[config.mk]
export PLATFORM = sky130hd
export DESIGN_NAME = vec_streamer
export DESIGN_NICKNAME = d
export VERILOG_FILES = /design/src/rtl/vae_pkg.sv /design/src/rtl/vec_ram.sv /design/src/rtl/vec_streamer.sv
export SDC_FILE = /design/constraint.sdc
export NUM_CORES = 2
export LEC_CHECK = 0
export CAP_MARGIN = 20
export CELL_PAD_IN_SITES_DETAIL_PLACEMENT = 1
export CELL_PAD_IN_SITES_GLOBAL_PLACEMENT = 1
export CORE_ASPECT_RATIO = 2
export CORE_MARGIN = 5
export CORE_UTILIZATION = 50
export CTS_CLUSTER_DIAMETER = 120
export DETAILED_ROUTE_END_ITERATION = 7
export HOLD_SLACK_MARGIN = 0.08
export PLACE_DENSITY = 0.82
export SLEW_MARGIN = 10
export SYNTH_ARGS = -nofsm -noshare
export SYNTH_HDL_FRONTEND = slang
export SYNTH_SLANG_ARGS = --single-unit
[constraint.sdc]
create_clock -name clk -period 6.3 [get_ports clk]
set_input_delay 0.945 -clock clk [delete_from_list [all_inputs] [get_ports clk]]
set_output_delay 0.945 -clock clk [all_outputs]
set_load 0.02 [all_outputs]
[src/rtl/vae_pkg.sv]
// Shared definitions for the VAE datapath: word width, vector length and
// the state encoding of the vector streamer.
package vae_pkg;

   localparam int DATA_W  = 16;
   localparam int VEC_LEN = 137;

   typedef enum logic [1:0] {
      ST_IDLE   = 2'd0,
      ST_STREAM = 2'd1,
      ST_DONE   = 2'd2
   } vs_state_e;

endpackage

[src/rtl/vec_ram.sv]
// Simple dual-port vector memory: one synchronous write port and one
// registered read port. The contents have no reset and are kept across
// reset and frames.
module vec_ram #(
   parameter int WIDTH = 16,
   parameter int DEPTH = 137
) (
   input  logic             clk,
   input  logic             wr_en,
   input  logic [7:0]       wr_addr,
   input  logic [WIDTH-1:0] wr_data,
   input  logic             rd_en,
   input  logic [7:0]       rd_addr,
   output logic [WIDTH-1:0] rd_data
);

   logic [WIDTH-1:0] mem_q [DEPTH];
   logic [WIDTH-1:0] rd_data_q;

   // Write port and registered read port; the read register holds its value when idle
   always_ff @(posedge clk) begin
      if (wr_en) begin
         mem_q[wr_addr] <= wr_data;
      end
      if (rd_en) begin
         rd_data_q <= mem_q[rd_addr];
      end
   end

   assign rd_data = rd_data_q;

endmodule

[src/rtl/vec_streamer.sv]
// Fixed-length vector source: holds one LEN-word vector and, on start,
// streams it out one word per cycle with valid/first/last framing,
// followed by a one-cycle done pulse.
module vec_streamer
   import vae_pkg::*;
#(
   parameter int WIDTH = DATA_W,
   parameter int LEN   = VEC_LEN
) (
   input  logic             clk,
   input  logic             rst,
   input  logic             wr_en,
   input  logic [7:0]       wr_addr,
   input  logic [WIDTH-1:0] wr_data,
   input  logic             start,
   input  logic             hold,
   output logic [WIDTH-1:0] data_out,
   output logic             valid,
   output logic             first,
   output logic             last,
   output logic             busy,
   output logic             done
);

   localparam logic [8:0] LEN_C  = 9'(LEN);
   localparam logic [8:0] LAST_C = 9'(LEN - 1);

   vs_state_e        state_q, state_d;
   logic [8:0]       idx_q, idx_d;
   logic             valid_q, first_q, last_q;
   logic             beat;
   logic             wr_ok;
   logic [WIDTH-1:0] rd_data;

   // Writes are locked out while a frame is streaming and for out-of-range addresses
   assign wr_ok = wr_en && (state_q != ST_STREAM) && ({1'b0, wr_addr} < LEN_C);

   vec_ram #(
      .WIDTH (WIDTH),
      .DEPTH (LEN)
   ) u_ram (
      .clk     (clk),
      .wr_en   (wr_ok),
      .wr_addr (wr_addr),
      .wr_data (wr_data),
      .rd_en   (beat),
      .rd_addr (idx_q[7:0]),
      .rd_data (rd_data)
   );

   // Next-state and beat decision: a beat is issued each unheld STREAM cycle until LEN words are out
   always_comb begin
      state_d = state_q;
      idx_d   = idx_q;
      beat    = 1'b0;
      case (state_q)
         ST_IDLE: begin
            if (start) begin
               state_d = ST_STREAM;
               idx_d   = '0;
            end
         end
         ST_STREAM: begin
            if (idx_q < LEN_C) begin
               if (!hold) begin
                  beat  = 1'b1;
                  idx_d = idx_q + 9'd1;
               end
            end else begin
               state_d = ST_DONE;
            end
         end
         ST_DONE: begin
            // start in the done cycle launches the next frame directly
            if (start) begin
               state_d = ST_STREAM;
               idx_d   = '0;
            end else begin
               state_d = ST_IDLE;
            end
         end
         default: begin
            state_d = ST_IDLE;
         end
      endcase
   end

   // State, index and framing registers; framing lines up with the RAM read register
   always_ff @(posedge clk) begin
      if (rst) begin
         state_q <= ST_IDLE;
         idx_q   <= '0;
         valid_q <= 1'b0;
         first_q <= 1'b0;
         last_q  <= 1'b0;
      end else begin
         state_q <= state_d;
         idx_q   <= idx_d;
         valid_q <= beat;
         first_q <= beat && (idx_q == 9'd0);
         last_q  <= beat && (idx_q == LAST_C);
      end
   end

   // Gaps drive zero so a free-running downstream sum is unaffected
   assign data_out = valid_q ? rd_data : '0;
   assign valid    = valid_q;
   assign first    = first_q;
   assign last     = last_q;
   assign busy     = (state_q == ST_STREAM);
   assign done     = (state_q == ST_DONE);

endmodule

# [Word level (Yosys, flattened, before mapping)]
# Memory sizes are Yosys's and may differ from the RTL's. A register that Yosys moved wholly into a read port is not among the register bits.
# Cells that the tools add are included.
# W data, S select, Z words.
[totals] ff_bits=14 ramBits=2192 memories=1 output_inout_bits=21 word_cells=42 input_bits=29
[mem_list] memory="u_ram.mem_q" words=137 width=16 read_ports=1 rd_ports_with_merged_regs=1 write_ports=1 line_no="vec_ram.sv:17" text="logic [WIDTH-1:0] mem_q [DEPTH];"
[classes] n_lt_le_gt_ge=2 reduce_logical=10 n_eq_ne=9 add_sub_neg=1 muxes=14
[ops] cell="$mux W9" n=3
[ops] cell="$pmux W9 S2" n=1
[ops] cell="$mux W16" n=1
[ops] cell="$add A9 B1 Y9 const B" n=1
[ops] cell="$eq A9 B8 Y1 const B" n=1
[ops] cell="$logic_not A9 Y1" n=1
[ops] cell="$lt A9 B8 Y1 const B" n=1
[ops] cell="$lt A8 B8 Y1 const B" n=1
[ops] cell="$mux W1" n=6
[ops] cell="$ne A2 B1 Y1 const B" n=3
[ops] cell="$ne A2 B2 Y1 const B" n=3
[ops] cell="$pmux W2 S3" n=1
[ops] cell="$logic_and A1 B1 Y1" n=4
[ops] cell="$mux W2" n=2
[ops] cell="$reduce_and A4 Y1" n=1
[ops] cell="$eq A2 B1 Y1 const B" n=1
[ops] cell="$eq A2 B2 Y1 const B" n=1
[ops] cell="$logic_not A2 Y1" n=1
[ops] cell="$reduce_and A2 Y1" n=1
[ops] cell="$reduce_bool A2 Y1" n=1
[ops] cell="$reduce_or A2 Y1" n=1

# [Logic depth before layout (Yosys ltp)]
[logic_depth] depth_word=5 depth_mapped=12 depth_no_buf=6

# [Modules after synthesis]
# Synthesis repeated with hierarchy kept, for this count alone.
[hier_totals] hier_cells=4051 hier_area_um2=85280.5
[by_module_without_submodules] mod="vec_ram" cells_per_inst=3950 n_inst=1 area_per_inst_um2=84419.7 seq_area_each_um2=66303.6
[by_module_without_submodules] mod="vec_streamer" cells_per_inst=101 n_inst=1 area_per_inst_um2=860.8 seq_area_each_um2=280.3

# [Worst setup path before layout]
# Ideal clock, no wire load.
[synth_timing] path_kind="input to register" from="in wr_addr[0]" to="mem u_ram.mem_q[72][0] (enable)" setup_time_ns=0.437 arrival_time_ns=3.316 required_ns=5.863 n_path_buf=1 stages=4 setup_slack_ns=2.547 cell_sequence="clkbuf_1 nor2_1 nand2_1 nor4b_1"
[synth_via] elab_chain_len=4
[synth_lines] item="start: declaration" line_no="vec_streamer.sv:13" text="input logic [7:0] wr_addr,"
[synth_lines] item="$lt A8 B8 Y1" line_no="vec_streamer.sv:36" text="assign wr_ok = wr_en && (state_q != ST_STREAM) && ({1'b0, wr_addr} < LEN_C);"
[synth_lines] item="$logic_and A1 B1 Y1" line_no="vec_streamer.sv:36"
[synth_lines] item="$mux W1" line_no="vec_ram.sv:22" text="if (wr_en) begin"
[synth_lines] item="$mux W1 (implied by the code)" line_no="vec_ram.sv:23" text="mem_q[wr_addr] <= wr_data;"
[synth_lines] item="end: declaration" line_no="vec_ram.sv:17"
# Several ways; a longest one is shown, not always the timed one.

# [Final worst setup path]
[layout_timing] from="reg idx_q[1]" to="reg u_ram.rd_data_q[5], in the netlist u_ram.rd_data[5], read port of u_ram.mem_q (data pin)"
[layout_via] elab_chain_len=3
[layout_lines] item="start: declaration" line_no="vec_streamer.sv:29" text="logic [8:0] idx_q, idx_d;"
[layout_lines] item="start signal: assignment" line_no="vec_streamer.sv:98" text="idx_q <= idx_d;"
[layout_lines] item="$lt A9 B8 Y1" line_no="vec_streamer.sv:64" text="if (idx_q < LEN_C) begin"
[layout_lines] item="$mux W1" line_no="vec_streamer.sv:64"
[layout_lines] item="$mux W1" line_no="vec_streamer.sv:56" text="case (state_q)"
[layout_lines] item="end: declaration" line_no="vec_ram.sv:18" text="logic [WIDTH-1:0] rd_data_q;"
# Several ways; a longest one is shown, not always the timed one.
# A chain may end at the register's enable or synchronous reset.

==> run_results.csv <==
group,metric,value,unit
status,status,"finished, final reports clean",
clock_tree,holdBufCountCts,0,
worst_setup_path,endpoint_kind,"flop",
worst_setup_path,slowest_delay,1.03,ns
sta,grt_setup_unrepaired,"false",
floorplan,core,171000,um^2
sta,fmax,206,MHz
sta,drv_slew,0,
clock_tree,cts_root_buf,"clkbuf_16",
floorplan,die_h,595,um
floorplan,ios,50,
logic_synthesis,synthTopCellsByArea,"edfxtp_1, mux4_2, mux2i_1",
detailed_routing,via_per_inst,7.00,
clock_tree,numCtsBuffers,184,
cells_and_area,areaGrowthSynthToFinish,12.2,%
power,power.density,304,nW/um^2
logic_synthesis,synth.yosys.warnings,0,
clock_tree,clockBufferDepth,4,
worst_setup_path,cp_slowest_cell,"nor4_1",
sta,max_slew_margin,7.92,%
cells_and_area,layout-drive-gt1-share,24.1,%
logic_synthesis,yosysMostFrequentCell,"edfxtp_1",
logic_synthesis,yosysUniqueCellTypes,58,
sta,tightestPinTransition,1.38,ns
detailed_routing,finalWirelength,283000,um
placement,postPlaceCellArea,89800,um^2
logic_synthesis,synth.avg_cell_area,21.2,um^2
detailed_routing,postRouteAntennaNets,0,
sta,finalHoldViolations,0,
clock_tree,clkTransAtPathRegs,0.08,ns
worst_setup_path,cp.arrival,5.39,ns
clock_tree,cts_setup_buffers,0,
clock_tree,ctsResizeCount,0,
worst_setup_path,cp_max_fo,64,
min_path,hold_class,"flop to flop",
global_routing,grt_pass1_vias,48300,
global_routing,grt-ovfl-total,0,
floorplan,num_rows,215,
worst_setup_path,required,6.84,ns
sta,setup_viol_count_final,0,
logic_synthesis,synth_top_area_share,77.4,%
floorplan,initial_core_util,50.1,%
detailed_routing,drc,0,
clock_tree,clock_latency,0.86,ns
global_routing,grt_pass1_wl,391000,um
power,peakVddDrop,0.208,mV
detailed_routing,vias,47200,
cells_and_area,fin_nets,4346,
logic_synthesis,synth_seq_cells,2222,
worst_setup_path,crit_type,"flop to flop",
clock_tree,cts_tree,"built",
worst_setup_path,cp-start-kind,"flop",
clock_tree,cts.sinks,2222,
cells_and_area,design_area,96200,um^2
placement,post-dp-hpwl,171000,um
cells_and_area,fillers,14600,
global_routing,grt_usage,31.2,%
sta,period_share,77.0,%
global_routing,antenna_found_initial,18,
logic_synthesis,synth_top_area_cell,"edfxtp_1",
worst_setup_path,crit_chain,"buf_12, buf_4, mux4_2, a21oi_1, nand4_1, nor4_1, o31ai_1",
logic_synthesis,syn-num-nets,4080,
detailed_routing,drtIter0Drc,8286,
global_routing,grt_max_degree,98,
sta,finalCriticalPeriod,4.85,ns
logic_synthesis,synth-main-ff-cell,"edfxtp_1",
logic_synthesis,yosysSeqAreaShare,77.7,%
floorplan,die_area,180000,um^2
logic_synthesis,synthTopCellsByCount,"edfxtp_1, mux4_2, nor2_1",
clock_tree,htree_num_levels,4,
sta,clock_skew,0.0647,ns
sta,setup_tns,0,ns
detailed_routing,first_pass_iters,7,
logic_synthesis,synth-async-reset-ratio,0,%
floorplan,die_x,303,um
detailed_routing,wl_per_cell,42.0,um
job,maxCapViolCount,0,
placement,globalplace.congestion,0.937,
logic_synthesis,synth_edf_count,2208,
cells_and_area,final_cells,6746,
placement,dpl.cell_count,6395,
logic_synthesis,syn-cell-area,85700,um^2
logic_synthesis,syn_inst,4049,
power,leakagePower,29.5,nW
placement,io_buffers,49,
[worst paths after layout]
check	start	to	slack, ns	cells after the start
min reg2reg	idx_q[8]	idx_q[8]	0.56	2
min	idx_q[8]	idx_q[8]	0.56	2
max	idx_q[1]	u_ram.rd_data[5]	1.45	7
max reg2reg	idx_q[1]	u_ram.rd_data[5]	1.45	7
[report_power, final]
| group | internal [W] | switching (W) |
|---|---|---|
| logic | 0.000259 | 0.000624 |
| registers | 0.0163 | 0.0000211 |
| clock network | 0.00662 | 0.00544 |
| total | 0.0231 | 0.00609 |
[cell families after synthesis]
logic type | share of synthesized area (%)
DFF | 77.7
adders and majority gates | 0.0292
muxes | 15.3
buffers and inverters | 1.48
AOI/OAI and AO/OA | 2.63
xor gates and xnor gates | 0.0511
and+or+nand+nor | 2.80
[layout by cell type (no fill, tap or decap), drive strengths merged, types with 14 or more instances in the layout]
master and n:
nand2 121, nor4 21, nor2b 17, nor2 238, clkbuf 214, mux2i 237, o22ai 28, edfxtp 2208
clkinv 69, nand3 48, a221oi 44, bufinv 25, mux2 25, a22oi 72, o21ai 35, buf 268
dfxtp 14, a31oi 17, and2 22, clkdlybuf4s50 33, mux4 465, inv 17, a21oi 70, clkinvlp 14
nand4 21
[stage by stage]
| step | util [%] | worst slack, ns | hold WS [ns] | power [W] |
|---|---|---|---|---|
| 6_report | 56.2 | 1.45 | 0.563 | 0.0292 |
| 5_1_grt | 56.2 | 1.51 | 0.586 | 0.0300 |
| 4_1_cts | 56.1 | 1.63 | 0.538 | 0.0292 |
| 3_5_place_dp | 52.5 | 1.72 | 0.521 | 0.0174 |
| 3_3_place_gp | 52.5 | 1.47 | 0.505 | 0.0174 |
| 2_1_floorplan | - | 2.55 | 0.448 | 0.0170 |
[flip-flops by register name, indices dropped and copies added (netlist names)]
register       count
u_ram.mem_q     2192
idx_q              9
valid              1
last               1
first              1
state_q            2
u_ram.rd_data     16
[critical path: cells and delay by family, from the launching register on]
kind,cells,cell delay (ns)
buf+inv,2,0.96
compound gates,2,0.92
simple gates,2,1.34
mux,1,0.38
flops,1,0.72
[metal layers]
metal | vias to the layer above | wire [um] | global-route usage, %
li1 | 17400 | - | -
met5 | - | 113 | 0
met2 | 4412 | 137000 | 50.1
met3 | 1175 | 29700 | 6.66
met4 | 12 | 32500 | 26.4
met1 | 24200 | 84200 | 35.4
[layout make-up]
type                            count  area, um^2  area share, %
Timing Repair Buffer              302        2570           2.67
Antenna cell                       10        25.0         0.0260
Clock buffer                      213        4890           5.09
Tap cell                         2278        2850           2.96
Sequential cell                  2222       66600           69.2
Clock inverter                    116        1240           1.29
Multi-Input combinational cell   1596       18000           18.7
Inverter                            9        37.5         0.0390
Note: power is estimated with default switching activity, not from simulation.
